==> config.mk <==
export PLATFORM = sky130hd
export DESIGN_NAME = ternary_word_seq
export DESIGN_NICKNAME = d
export VERILOG_FILES = /design/src/rtl/ternary_word_seq.sv
export SDC_FILE = /design/constraint.sdc
export NUM_CORES = 1
export LEC_CHECK = 0
export CAP_MARGIN = 0
export CELL_PAD_IN_SITES_DETAIL_PLACEMENT = 1
export CELL_PAD_IN_SITES_GLOBAL_PLACEMENT = 1
export CORE_ASPECT_RATIO = 1.25
export CORE_UTILIZATION = 39
export DETAILED_ROUTE_END_ITERATION = 8
export GPL_ROUTABILITY_DRIVEN = 1
export MAX_ROUTING_LAYER = met4
export PLACE_DENSITY = 0.77
export REMOVE_ABC_BUFFERS = 1
export SLEW_MARGIN = 20
export SYNTH_ARGS = -nofsm -noshare
export SYNTH_HDL_FRONTEND = slang
export SYNTH_SLANG_ARGS = --single-unit
==> constraint.sdc <==
create_clock -name clk -period 2.62 [get_ports clk]
set_input_delay 0.524 -clock clk [delete_from_list [all_inputs] [get_ports clk]]
set_output_delay 0.524 -clock clk [all_outputs]
set_load 0.02 [all_outputs]
==> src/rtl/ternary_word_seq.sv <==
// ============================================================================
// Module   : ternary_word_seq
// Function : Serial word-wide front end for the trit ops (min/max/any/consensus),
//            one trit per cycle LSB first. Option macro: TERNARY_INVALID_CHECK_EN
// Revision : 1.0
// ============================================================================
`default_nettype none

module ternary_word_seq #(
  parameter int N = 8
) (
  input  logic           clk,
  input  logic           rst_n,
  input  logic           in_valid,
  output logic           in_ready,
  input  logic [2*N-1:0] in_a,
  input  logic [2*N-1:0] in_b,
  input  logic [1:0]     in_op,
  output logic           out_valid,
  input  logic           out_ready,
  output logic [2*N-1:0] out_result,
  output logic           out_err
);

  localparam int          c_CW       = (N > 1) ? $clog2(N) : 1;
  localparam logic [1:0]  c_T_MINUS  = 2'b00;
  localparam logic [1:0]  c_T_ZERO   = 2'b01;
  localparam logic [1:0]  c_T_PLUS   = 2'b10;
  localparam logic [1:0]  c_OP_MIN   = 2'b00;
  localparam logic [1:0]  c_OP_MAX   = 2'b01;
  localparam logic [1:0]  c_OP_ANY   = 2'b10;
  localparam logic [c_CW-1:0] c_LAST = c_CW'(N - 1);

  typedef enum logic [1:0] {
    S_IDLE = 2'd0,
    S_RUN  = 2'd1,
    S_DONE = 2'd2
  } state_t;

  state_t          r_state, w_next;
  logic [2*N-1:0]  r_a, r_b, r_result;
  logic [1:0]      r_op;
  logic [c_CW-1:0] r_cnt;
  logic            w_capture;
  logic            w_last;
  logic [1:0]      w_ta, w_tb, w_trit;
  logic            w_pa, w_na, w_pb, w_nb;
  logic            w_pos, w_neg;

  assign in_ready   = (r_state == S_IDLE);
  assign out_valid  = (r_state == S_DONE);
  assign out_result = r_result;
  assign w_capture  = in_valid && in_ready;
  assign w_last     = (r_cnt == c_LAST);

  always_ff @(posedge clk or negedge rst_n) begin
    if (!rst_n) r_state <= S_IDLE;
    else        r_state <= w_next;
  end

  always_comb begin
    w_next = r_state;
    case (r_state)
      S_IDLE:  if (w_capture) w_next = S_RUN;
      S_RUN:   if (w_last)    w_next = S_DONE;
      S_DONE:  if (out_ready) w_next = S_IDLE;
      default: w_next = S_IDLE;
    endcase
  end

  // Only the codes 10 and 00 carry a sign; 01 and the invalid 11 both read as zero.
  assign w_ta = r_a[{r_cnt, 1'b0} +: 2];
  assign w_tb = r_b[{r_cnt, 1'b0} +: 2];
  assign w_pa = (w_ta == c_T_PLUS);
  assign w_na = (w_ta == c_T_MINUS);
  assign w_pb = (w_tb == c_T_PLUS);
  assign w_nb = (w_tb == c_T_MINUS);

  always_comb begin
    w_pos = 1'b0;
    w_neg = 1'b0;
    case (r_op)
      c_OP_MIN: begin
        w_neg = w_na | w_nb;
        w_pos = w_pa & w_pb;
      end
      c_OP_MAX: begin
        w_pos = w_pa | w_pb;
        w_neg = w_na & w_nb;
      end
      c_OP_ANY: begin
        w_pos = (w_pa | w_pb) & ~(w_na | w_nb);
        w_neg = (w_na | w_nb) & ~(w_pa | w_pb);
      end
      default: begin
        w_pos = w_pa & w_pb;
        w_neg = w_na & w_nb;
      end
    endcase
  end

  always_comb begin
    w_trit = c_T_ZERO;
    if (w_pos)      w_trit = c_T_PLUS;
    else if (w_neg) w_trit = c_T_MINUS;
  end

  always_ff @(posedge clk or negedge rst_n) begin
    if (!rst_n) begin
      r_a      <= '0;
      r_b      <= '0;
      r_op     <= '0;
      r_cnt    <= '0;
      r_result <= {N{c_T_ZERO}};
    end else if (w_capture) begin
      r_a      <= in_a;
      r_b      <= in_b;
      r_op     <= in_op;
      r_cnt    <= '0;
      r_result <= {N{c_T_ZERO}};
    end else if (r_state == S_RUN) begin
      r_result[{r_cnt, 1'b0} +: 2] <= w_trit;
      if (!w_last) r_cnt <= r_cnt + 1'b1;
    end
  end

`ifdef TERNARY_INVALID_CHECK_EN
  logic r_err;
  logic w_bad;

  always_comb begin
    w_bad = 1'b0;
    for (int i = 0; i < N; i++) begin
      if (in_a[2*i +: 2] == 2'b11 || in_b[2*i +: 2] == 2'b11) w_bad = 1'b1;
    end
  end

  always_ff @(posedge clk or negedge rst_n) begin
    if (!rst_n)         r_err <= 1'b0;
    else if (w_capture) r_err <= w_bad;
  end

  assign out_err = r_err;
`else
  assign out_err = 1'b0;
`endif

endmodule

`default_nettype wire

# Yosys cells after proc, flatten, opt, wreduce, memory -nomap -nowiden
# Cells that the tools add are included.
# totals
reg_bits	55
inputBits	38
# op_classes
n_addsub	2
n_eq_ne	11
shift	4
muxes	14
bitwise	8
reduce_logical	8
# ops
operator	count
16-bit two-way mux	2
16-bit by 5-bit variable part select with 2-bit output	2
16-bit bitwise mux	1
2-bit by 6-bit variable shift with 16-bit output, first input constant	1
2-bit by 6-bit variable part select with 16-bit output	1
3-bit two-way mux	3
2-bit == test, second input constant	4
2-bit zero test	4
2-bit two-way mux	4
4-bit negation with 6-bit output	1
2-bit case mux with 3 select lines	1
1-bit bitwise AND	4
2-bit by 1-bit == test with 1-bit output, second input constant	2
2-bit by 1-bit inequality test with 1-bit output, second input constant	2
2-bit inequality test, second input constant	2
1-bit case mux with 2 select lines	2
3-bit by 1-bit adder with 3-bit output, second input constant	1
3-bit == test, second input constant	1
3-bit AND reduction	1
1-bit NOT	2
1-bit OR	2
2-bit AND reduction	1
2-bit nonzero test	1
1-bit logical AND	1
1-bit two-way mux	1

# Longest topological paths before layout
# Gate-level depths: netlist (run 1).
# depth
depth_word	12
mapped_depth	9
mapped_depth_nobuf	7

# Least setup slack after synthesis (run 1)
# Ideal clock, no wire load.
# synth_timing
path_kind	reg-to-reg
start	register r_cnt[0]
end	register r_result[10], in the netlist out_result[10]
setup_time_ns	0.062
t_arrival_ns	2.191
required_time_ns	2.558
path_slack_ns	0.368
stages_incl_launch_ff	9
path_buffers	2
cell_sequence	dfrtp_1 buf_6 buf_12 mux2_4 o22a_1 and3_4 o2111a_2 nor4_4 a221o_1
# synth_between
elab_chain_len	12
# synth_lines
item	line	text
from (decl)	43	logic [c_CW-1:0] r_cnt;
from (signal assigned)	123	if (!w_last) r_cnt <= r_cnt + 1'b1;
16-bit by 5-bit variable part select with 2-bit output (on tied branches)	72, 73	
2-bit == test (on tied branches)	74, 76	
1-bit OR	88, 92, 93	
1-bit NOT	93	w_neg = (w_na | w_nb) & ~(w_pa | w_pb);
1-bit bitwise AND	93	
1-bit case mux with 2 select lines	82	case (r_op)
1-bit two-way mux	105	else if (w_neg) w_trit = c_T_MINUS;
2-bit two-way mux	104	if (w_pos) w_trit = c_T_PLUS;
2-bit by 6-bit variable part select with 16-bit output	122	r_result[{r_cnt, 1'b0} +: 2] <= w_trit;
16-bit bitwise mux (*)	122	
16-bit two-way mux (*)	121	end else if (r_state == S_RUN) begin
16-bit two-way mux (*)	115	end else if (w_capture) begin
to (signal assigned)	114	r_result <= {N{c_T_ZERO}};
to (signal assigned)	120	r_result <= {N{c_T_ZERO}};
to (signal, indexed assignment)	122	
to (decl)	41	logic [2*N-1:0] r_a, r_b, r_result;
# Every way passes the cells marked *; elsewhere a longest branch is shown, timed or not. The select of a mux whose other input is x is not followed.
# A chain may end at the register's enable or synchronous reset.

# Worst setup path after layout (run 1)
# layout_timing
start	register r_cnt[1]
end	register r_result[10], in the netlist out_result[10]
# The elaborated chain is that of the path after synthesis.

==> run summary, run 1 <==
post-synth top area share: 41.7%
Cells after Synth: 292
Die Width: 78.0 um
largest family of logic cells by synthesized area: simple AND/OR/NAND/NOR gates
register area share after synthesis: 49.2%
worst hold path type: input pin to async pin
first-pass GRT wire length: 11500 um
pre-CTS setup slack: 0.143 ns
busiest grt layer: met2
CP cell instances: mux4_2, mux2_2, a211oi_2, nor4b_2, nor4_4, a221o_1
grt ovf: 0
CP max FO: 15
Skew-Pair Late Insertion Delay: 0.31 ns
total clock sinks: 55
Synth Register Bits: 55
Worst IR Drop VDD: 0.000407 V
clock buffer depth: 2
die area: 7570 um^2
area of the core: 6980 um^2
final period utilization: 93.8%
max-cap check violation count: 0
mean number of vias per cell: 5.14
post-route ant nets: 0
residual DRC count: 0
RSZ-0062 raised after global routing: yes
R2R cell count: 6
ANT cells: 0
num rows: 34
Mapped Area: 2820 um^2
via count: 2262
CTS tree: yes
WS Path Type: flip-flop to flip-flop
final setup fails: 0
Layout Nets: 397
GR Util met2: 33.5%
Final HPWL DP: 5070 um
non-filler cells in the finished layout: 440
fmax: 0.407 GHz
placed instance area: 3460 um^2
syn avg cell area: 9.65 um^2
number of global-route vias before repair: 2390
asr flop ratio synth: 100%
register-to-register setup slack: 0.16 ns
shortest period the worst path allows: 2.46 ns
Pwr Total: 4.34 mW
M1 GR Usage: 23.9%
number of synthesized flops with an enable pin: 0
Layout Utilization: 51.0%
Slew @ Worst Pin: 0.906 ns
simple-gate portion of the synthesized area: 23.6%
Setup WS post-layout: 0.162 ns
largest net degree at the start of global routing: 42
cts bufs inserted: 5
max-slew violations: 0
complex-gate fraction of the synthesized area: 10.9%
Chip Height: 97.1 um
Placed Cells: 432
final hold vios: 0
Pwr per Cell Area: 1220 nW/um^2
clk root buf: clkbuf_8
RePlAce Congestion: 0.897
synthesis-to-finish area growth: 26.3%
drt first-iter violations: 53
post-synthesis mux area share: 7.77%
drt pass-1 iters: 4
Main synth FF type: dfrtp_1
Synth Area in XOR/XNOR: 0%
Post-CTS Hold Buffers: 0
routed length per instance: 14.9 um
CP Launch Type: flip-flop
CP bufs+invs: 0
WL final: 6540 um
Crit path depth: 6
Starting Density: 40.4%
Synth Area in Adders: 4.79%
leak pwr: 1.67 nW
layout cells sized above 1: 10.9%
Port-buffer cells: 55
overall routing resource usage: 19.6%
Top delay family on crit path: multiplexers
post-route cell area: 3560 um^2
IO Pins: 57
GR Util met3: 2.63%
clock slew at reported path FFs: 0.09 ns
synth top area cells: dfrtp_1 42%, nand2_1 15%, dfstp_2 7.5%
CP arrival: 2.71 ns
RR Endpoint: out_result[10]$_DFFE_PN1P_
initial antenna violation count: 0
setup tns final: 0 ns
H-tree depth: 2
leading area contributor after synthesis: dfrtp_1
worst r2r src: r_cnt[1]$_DFFE_PN0P_
Worst slew margin: 39.6%
Yosys cell types: 49
status: finished, final reports clean
CP max-delay cell: dfrtp_1
CP required: 2.87 ns
Synth Warn #: 0
CP Capture Type: flip-flop
clk_skew: 0.00426 ns
crit-path max cell delay: 0.65 ns
final hold slack: 0.337 ns
==> how the worst max path moves through the flow <==
stage,from,end,slack (ns)
2_1_floorplan,r_cnt[0]$_DFFE_PN0P_,out_result[10]$_DFFE_PN1P_,0.09
3_3_place_gp,r_cnt[0]$_DFFE_PN0P_,out_result[2]$_DFFE_PN1P_,0.27
3_5_place_dp,r_cnt[0]$_DFFE_PN0P_,out_result[10]$_DFFE_PN1P_,0.14
4_1_cts,r_cnt[0]$_DFFE_PN0P_,out_result[10]$_DFFE_PN1P_,0.10
5_1_grt,r_cnt[0]$_DFFE_PN0P_,out_result[11]$_DFFE_PN0P_,-0.01
6_report,r_cnt[1]$_DFFE_PN0P_,out_result[10]$_DFFE_PN1P_,0.16
==> layout by cell type, fill, tap and decap left out, types with 2 or more instances in the layout <==
master,count
mux2i_1,5
buf_4,8
mux4_1,2
and3_1,2
nor2b_1,3
nand3b_1,2
nor2_1,12
dfrtp_1,47
dfstp_2,8
mux2_2,5
o31ai_1,4
nand3_1,8
and2_1,2
a221o_1,6
clkbuf_8,7
o21ai_0,7
nand2_1,111
o22a_1,2
ha_1,10
mux4_2,2
a21oi_1,3
a22oi_1,2
nor3_1,2
a22o_1,6
inv_1,7
clkdlybuf4s50_1,54
==> synthesized netlist by cell type (2+ instances only) <==
master    count
nand2_1     111
dfrtp_1      47
nor2_1       12
ha_1         10
clkbuf_1      9
dfstp_2       8
nand3_1       8
inv_1         7
o21ai_0       7
a221o_1       6
a22o_1        6
mux2_2        5
mux2i_1       5
o31ai_1       4
a21oi_1       3
nor2b_1       3
a22oi_1       2
and2_1        2
and3_1        2
mux4_1        2
mux4_2        2
nand3b_1      2
nor3_1        2
o22a_1        2
==> state kept, by name (all words and copies together), names as in the netlist <==
| register | flops |
|---|---|
| r_a | 16 |
| r_cnt | 3 |
| r_state | 2 |
| r_b | 16 |
| out_result | 16 |
| r_op | 2 |
==> logic make-up after synthesis <==
| logic type | count (synthesis) |
|---|---|
| DFF | 55 |
| buffers and inverters | 20 |
| and+or+nand+nor | 151 |
| muxes | 15 |
| AOI/OAI and AO/OA | 39 |
| adders and majority gates | 11 |
| other | 1 |
==> worst reg2reg max path, stage by stage, from the launching register on <==
cell	delay, ns
dfrtp_1	0.65
mux4_2	0.39
mux2_2	0.31
a211oi_2	0.19
nor4b_2	0.12
nor4_4	0.50
a221o_1	0.24
==> power by group <==
part           internal (mW)  switching [mW]
combinational           1.05            1.24
clock                  0.242           0.268
sequential              1.26           0.275
total                   2.55            1.78
==> area by class of cell <==
cell class	count	area [um^2]
clock buffers	8	100
fillers	813	3420
inverters	7	26.3
multi-input cells	217	1330
flip-flops and latches	55	1390
well taps	90	113
repair buffers	63	606
==> timing repair <==
item                       4_1_cts  5_1_grt
gates resized for setup          0        1
setup endpoints to repair        0        8
buffers inserted                 0        0
==> per-layer routing <==
metal  routed length (um)  up-vias
met5                    0        -
met4                  119        0
met3                  169       11
met2                 3390       50
met1                 2860     1094
li1                     -     1107
Note: power is estimated with default switching activity, not from simulation.
==> run 2: changes to the inputs <==
--- a/config.mk
+++ b/config.mk
@@ -14,7 +14,6 @@
 export GPL_ROUTABILITY_DRIVEN = 1
 export MAX_ROUTING_LAYER = met4
 export PLACE_DENSITY = 0.77
-export REMOVE_ABC_BUFFERS = 1
 export SLEW_MARGIN = 20
 export SYNTH_ARGS = -nofsm -noshare
 export SYNTH_HDL_FRONTEND = slang
==> run 2 against run 1 <==
Non-clock buffer count increased by 4. Die area did not move. Routed wire length up 0.44%. Combinational power rose by 8%. Flip-flop and latch count unchanged. First-iteration DRC count is 100% higher. Utilization up 0.70 points.
==> run summary, run 2 (same netlist as run 1, synthesis figures left out) <==
placed instance area: 3490 um^2
via count: 2256
clock slew at reported path FFs: 0.11 ns
shortest period the worst path allows: 2.46 ns
total clock sinks: 55
CP Capture Type: flip-flop
worst r2r src: r_cnt[0]$_DFFE_PN0P_
initial antenna violation count: 0
H-tree depth: 2
worst hold path type: input pin to async pin
clk root buf: clkbuf_8
most frequent cells in the layout: 111 x nand2_1, 54 x clkdlybuf4s50_1, 45 x dfrtp_1
first-pass GRT wire length: 11300 um
cts bufs inserted: 5
Reg power frac: 34.1%
sw frac: 41.4%
Gate power share: 54.6%
drt pass-1 iters: 4
Slew @ Worst Pin: 0.916 ns
setup tns final: 0 ns
Worst slew margin: 38.9%
WL final: 6570 um
sw power: 1.87 mW
Mapped Nets: 340
Layout Nets: 401
fmax: 0.406 GHz
largest net degree at the start of global routing: 42
Starting Density: 40.4%
grt ovf: 0
CP arrival: 2.72 ns
RePlAce Congestion: 0.775
Post-CTS Hold Buffers: 0
Worst IR Drop VDD: 0.000493 V
number of global-route vias before repair: 2390
status: finished, final reports clean
layout cells sized above 1: 12.7%
drt first-iter violations: 108
die area: 7570 um^2
clock buffer depth: 2
final setup fails: 0
max-slew violations: 0
area of the core: 6980 um^2
RSZ-0062 raised after global routing: no
CP max FO: 7
WS Path Type: flip-flop to flip-flop
residual DRC count: 0
R2R cell count: 7
clk_skew: 0.0160 ns
max-cap check violation count: 0
register-to-register setup slack: 0.16 ns
overall routing resource usage: 19.6%
RR Endpoint: out_result[14]$_DFFE_PN1P_
CP required: 2.88 ns
CTS tree: yes
post-route ant nets: 0
most common cell after layout, fill and taps aside: nand2_1
IO Pins: 57
Die Width: 78.0 um
Skew-Pair Late Insertion Delay: 0.33 ns
ANT cells: 0
Pint: 2.65 mW
synthesis-to-finish area growth: 28.0%
CP Launch Type: flip-flop
Clock Power Share: 11.2%
routed length per instance: 14.8 um
Pwr per Cell Area: 1250 nW/um^2
Final HPWL DP: 4920 um
Layout Utilization: 51.7%
Port-buffer cells: 55
final hold vios: 0
post-route cell area: 3610 um^2
mean number of vias per cell: 5.08
final period utilization: 93.9%
num rows: 34
Chip Height: 97.1 um
leak pwr: 1.69 nW
-- run 2: cell count changes in the layout (fill, tap and decap cells not counted), sizes merged --
cell    before  now
clkbuf       8    5
buf          9   13
inv          7    9
clkinv       0    1
-- run 2: worst max-delay path by stage --
stage / to / cells after the start / startpoint / slack, ns
final: out_result[14]$_DFFE_PN1P_ / 7 / r_cnt[0]$_DFFE_PN0P_ / 0.16
after global placement: out_result[12]$_DFFE_PN1P_ / 7 / r_cnt[0]$_DFFE_PN0P_ / 0.10
after global routing: out_result[12]$_DFFE_PN1P_ / 7 / r_cnt[0]$_DFFE_PN0P_ / 0.01
after floorplan: out_result[10]$_DFFE_PN1P_ / 8 / r_cnt[0]$_DFFE_PN0P_ / 0.37
after CTS: out_result[14]$_DFFE_PN1P_ / 7 / r_cnt[0]$_DFFE_PN0P_ / 0.03
after detailed placement: out_result[14]$_DFFE_PN1P_ / 7 / r_cnt[0]$_DFFE_PN0P_ / 0.02
-- run 2: power groups by stage --
stage               logic (mW)  registers, mW  clock network (mW)
floorplan                 1.58           1.56                   0
global placement          2.24           1.55                   0
detailed placement        2.33           1.56                   0
CTS                       2.45           1.54               0.521
global route              2.74           1.60               0.553
finish                    2.47           1.54               0.508
-- run 2: layout make-up --
type	instances	area, um^2
Sequential cell	55	1390
Tap cell	90	113
Timing Repair Buffer	67	648
Clock buffer	5	68.8
Multi-Input combinational cell	217	1340
Fill cell	814	3370
Inverter	7	26.3
Clock inverter	3	26.3
-- run 2: what timing repair did --
action / CTS / global route
pin swaps: 1 / 1
gates resized for setup: 0 / 3
setup endpoints to repair: 1 / 14
buffers inserted: 2 / 0
-- run 2: metrics by stage --
stage	instances	hold slack, ns	power (mW)	setup slack (ns)
final	444	0.321	4.51	0.159
after global routing	444	0.391	4.89	0.0107
after CTS	444	0.345	4.51	0.0318
after detailed placement	434	0.459	3.89	0.0240
after global placement	434	0.454	3.79	0.102
after floorplan	292	0.228	3.14	0.368
-- run 2: layer usage --
layer	share of wire, %	up-vias	GRT usage, %	routed length, um
li1	-	1114	-	-
met1	41	1085	22.7	2690
met2	55	48	34.9	3630
met3	2.7	9	3.47	177
met4	1.0	0	4.84	68
met5	0	-	-	0
-- run 2: worst max-delay path, cell delays in order, from the launching register on --
cell	delay (ns)
dfrtp_2	0.49
mux4_1	0.58
mux2i_1	0.19
a21boi_0	0.31
maj3_1	0.29
nor4_4	0.06
buf_4	0.15
a221o_1	0.32
==> run 3: changes to the inputs <==
--- a/config.mk
+++ b/config.mk
@@ -9,11 +9,11 @@
 export CELL_PAD_IN_SITES_DETAIL_PLACEMENT = 1
 export CELL_PAD_IN_SITES_GLOBAL_PLACEMENT = 1
 export CORE_ASPECT_RATIO = 1.25
-export CORE_UTILIZATION = 39
+export CORE_UTILIZATION = 29
 export DETAILED_ROUTE_END_ITERATION = 8
 export GPL_ROUTABILITY_DRIVEN = 1
 export MAX_ROUTING_LAYER = met4
-export PLACE_DENSITY = 0.77
+export PLACE_DENSITY = 0.6
 export SLEW_MARGIN = 20
 export SYNTH_ARGS = -nofsm -noshare
 export SYNTH_HDL_FRONTEND = slang
==> run 3 against run 2 <==
Combinational power about the same. Total power increased by 3.6%. Via count increased by 0.66%. Final cell count increased by 7.4%. Critical path depth unchanged. Critical path type unchanged. Highest routed layer unchanged. Non-clock buffer count unchanged. Flip-flop and latch count unchanged. Cell area increased by 3.0%. Fmax increased by 0.38%.
==> run summary, run 3 (same netlist as run 1, synthesis figures left out) <==
non-filler cells in the finished layout: 477
drt pass-1 iters: 4
Layout Utilization: 40.1%
sw frac: 40.3%
CP cell instances: mux4_1, mux2i_1, a21boi_0, maj3_1, nor4_4, buf_4, a221o_1
Final HPWL DP: 5200 um
WL final: 6760 um
final setup fails: 0
Pint: 2.79 mW
post-route ant nets: 0
Clock Power Share: 14.7%
GR Util met2: 26.6%
drt first-iter violations: 55
busiest grt layer: met2
worst hold path type: input pin to async pin
Gate power share: 52.5%
clk_skew: 0.00840 ns
ANT cells: 0
cts bufs inserted: 5
Chip Height: 112 um
most frequent cells in the layout: 111 x nand2_1, 54 x clkdlybuf4s50_1, 46 x dfrtp_1
final hold vios: 0
most common cell after layout, fill and taps aside: nand2_1
RePlAce Congestion: 0.786
first-pass GRT wire length: 11800 um
number of global-route vias before repair: 2461
clock slew at reported path FFs: 0.08 ns
max-cap check violation count: 0
CP Capture Type: flip-flop
leak pwr: 1.72 nW
CP required: 2.84 ns
num rows: 39
Starting Density: 30.4%
CP max FO: 8
Die Width: 90.2 um
H-tree depth: 2
RSZ-0062 raised after global routing: no
status: finished, final reports clean
mean number of vias per cell: 4.76
Worst slew margin: 64.8%
Skew-Pair Late Insertion Delay: 0.30 ns
layout cells sized above 1: 13.0%
routed length per instance: 14.2 um
fillers: 1082
Pwr Total: 4.68 mW
grt ovf: 0
M1 GR Usage: 16.8%
Slew @ Worst Pin: 0.528 ns
GR Util met3: 2.64%
Post-CTS Hold Buffers: 0
CP max-delay cell: mux4_1
Port-buffer cells: 55
overall routing resource usage: 14.7%
Layout Nets: 401
sw power: 1.89 mW
total clock sinks: 55
die area: 10100 um^2
Reg power frac: 32.8%
Mapped Nets: 340
CTS tree: yes
area of the core: 9270 um^2
clock buffer depth: 2
via count: 2271
IO Pins: 57
WS Path Type: flip-flop to flip-flop
Placed Cells: 469
CP Launch Type: flip-flop
initial antenna violation count: 0
final period utilization: 93.6%
Worst IR Drop VDD: 0.000342 V
shortest period the worst path allows: 2.45 ns
clk root buf: clkbuf_16
largest net degree at the start of global routing: 35
max-slew violations: 0
residual DRC count: 0
fmax: 0.408 GHz
Pwr per Cell Area: 1260 nW/um^2
setup tns final: 0 ns
CP arrival: 2.67 ns
crit-path max cell delay: 0.57 ns
synthesis-to-finish area growth: 31.8%
==> run 3: cell counts in the layout (fill, tap and decap cells not counted) <==
No cell type changed its count.
==> run 3: what timing repair did <==
item / 4_1_cts / 5_1_grt
endpoints found under the setup margin: 0 / 15
buffers inserted: 0 / 0
gates resized for setup: 0 / 4
==> run 3: path summary, 6_finish.rpt <==
path | from | slack, ns | depth (start not counted) | endpoint
min in group clk | r_a[15]$_DFFE_PN0P_ | 0.47 | 2 | r_a[15]$_DFFE_PN0P_
max reg2reg | r_cnt[0]$_DFFE_PN0P_ | 0.17 | 7 | out_result[12]$_DFFE_PN1P_
min | rst_n | 0.20 | 1 | r_state[1]$_DFFE_PN0P_
min reg2reg | r_a[15]$_DFFE_PN0P_ | 0.47 | 2 | r_a[15]$_DFFE_PN0P_
max in group asynchronous | rst_n | 1.86 | 2 | r_a[0]$_DFFE_PN0P_
max | r_cnt[0]$_DFFE_PN0P_ | 0.17 | 7 | out_result[12]$_DFFE_PN1P_
==> run 3: layout make-up <==
cell class / count / area (um^2) / area share [%]
Sequential cell: 55 / 1390 / 37.3
Tap cell: 123 / 154 / 4.14
Clock buffer: 5 / 125 / 3.37
Clock inverter: 3 / 26.3 / 0.707
Inverter: 7 / 26.3 / 0.707
Multi-Input combinational cell: 217 / 1350 / 36.3
Timing Repair Buffer: 67 / 648 / 17.4
==> run 3: through the flow <==
| stage | area [um^2] | worst slack, ns | hold slack (ns) |
|---|---|---|---|
| after global routing | 3720 | 0.0188 | 0.231 |
| after global placement | 3540 | 0.0955 | 0.457 |
| after floorplan | 2820 | 0.368 | 0.228 |
| after CTS | 3690 | 0.0155 | 0.230 |
| final | 3720 | 0.168 | 0.198 |
| after detailed placement | 3540 | 0.0188 | 0.459 |
==> run 3: layer usage <==
| layer | vias to the layer above | part of all wire [%] |
|---|---|---|
| met5 | - | 0 |
| met4 | 0 | 0.77 |
| met3 | 6 | 2.9 |
| met2 | 41 | 53 |
| met1 | 1111 | 43 |
| li1 | 1113 | - |
==> run 3: worst max-delay path: cells and delay by family (launching register included) <==
| family | cells | cell delay (ns) |
|---|---|---|
| AND/OR/NAND/NOR | 1 | 0.04 |
| multiplexers | 2 | 0.75 |
| flip-flops | 1 | 0.49 |
| buffers and inverters | 1 | 0.18 |
| adder cells (fa/ha/maj) | 1 | 0.28 |
| AO/OA/AOI/OAI | 2 | 0.63 |
==> run 3: power groups by stage <==
| stage | Combinational (mW) | Clock [mW] | Sequential, mW |
|---|---|---|---|
| 2_1_floorplan | 1.58 | 0 | 1.56 |
| 3_3_place_gp | 2.36 | 0 | 1.55 |
| 3_5_place_dp | 2.42 | 0 | 1.56 |
| 4_1_cts | 2.43 | 0.715 | 1.54 |
| 5_1_grt | 2.74 | 0.742 | 1.59 |
| 6_report | 2.46 | 0.688 | 1.53 |
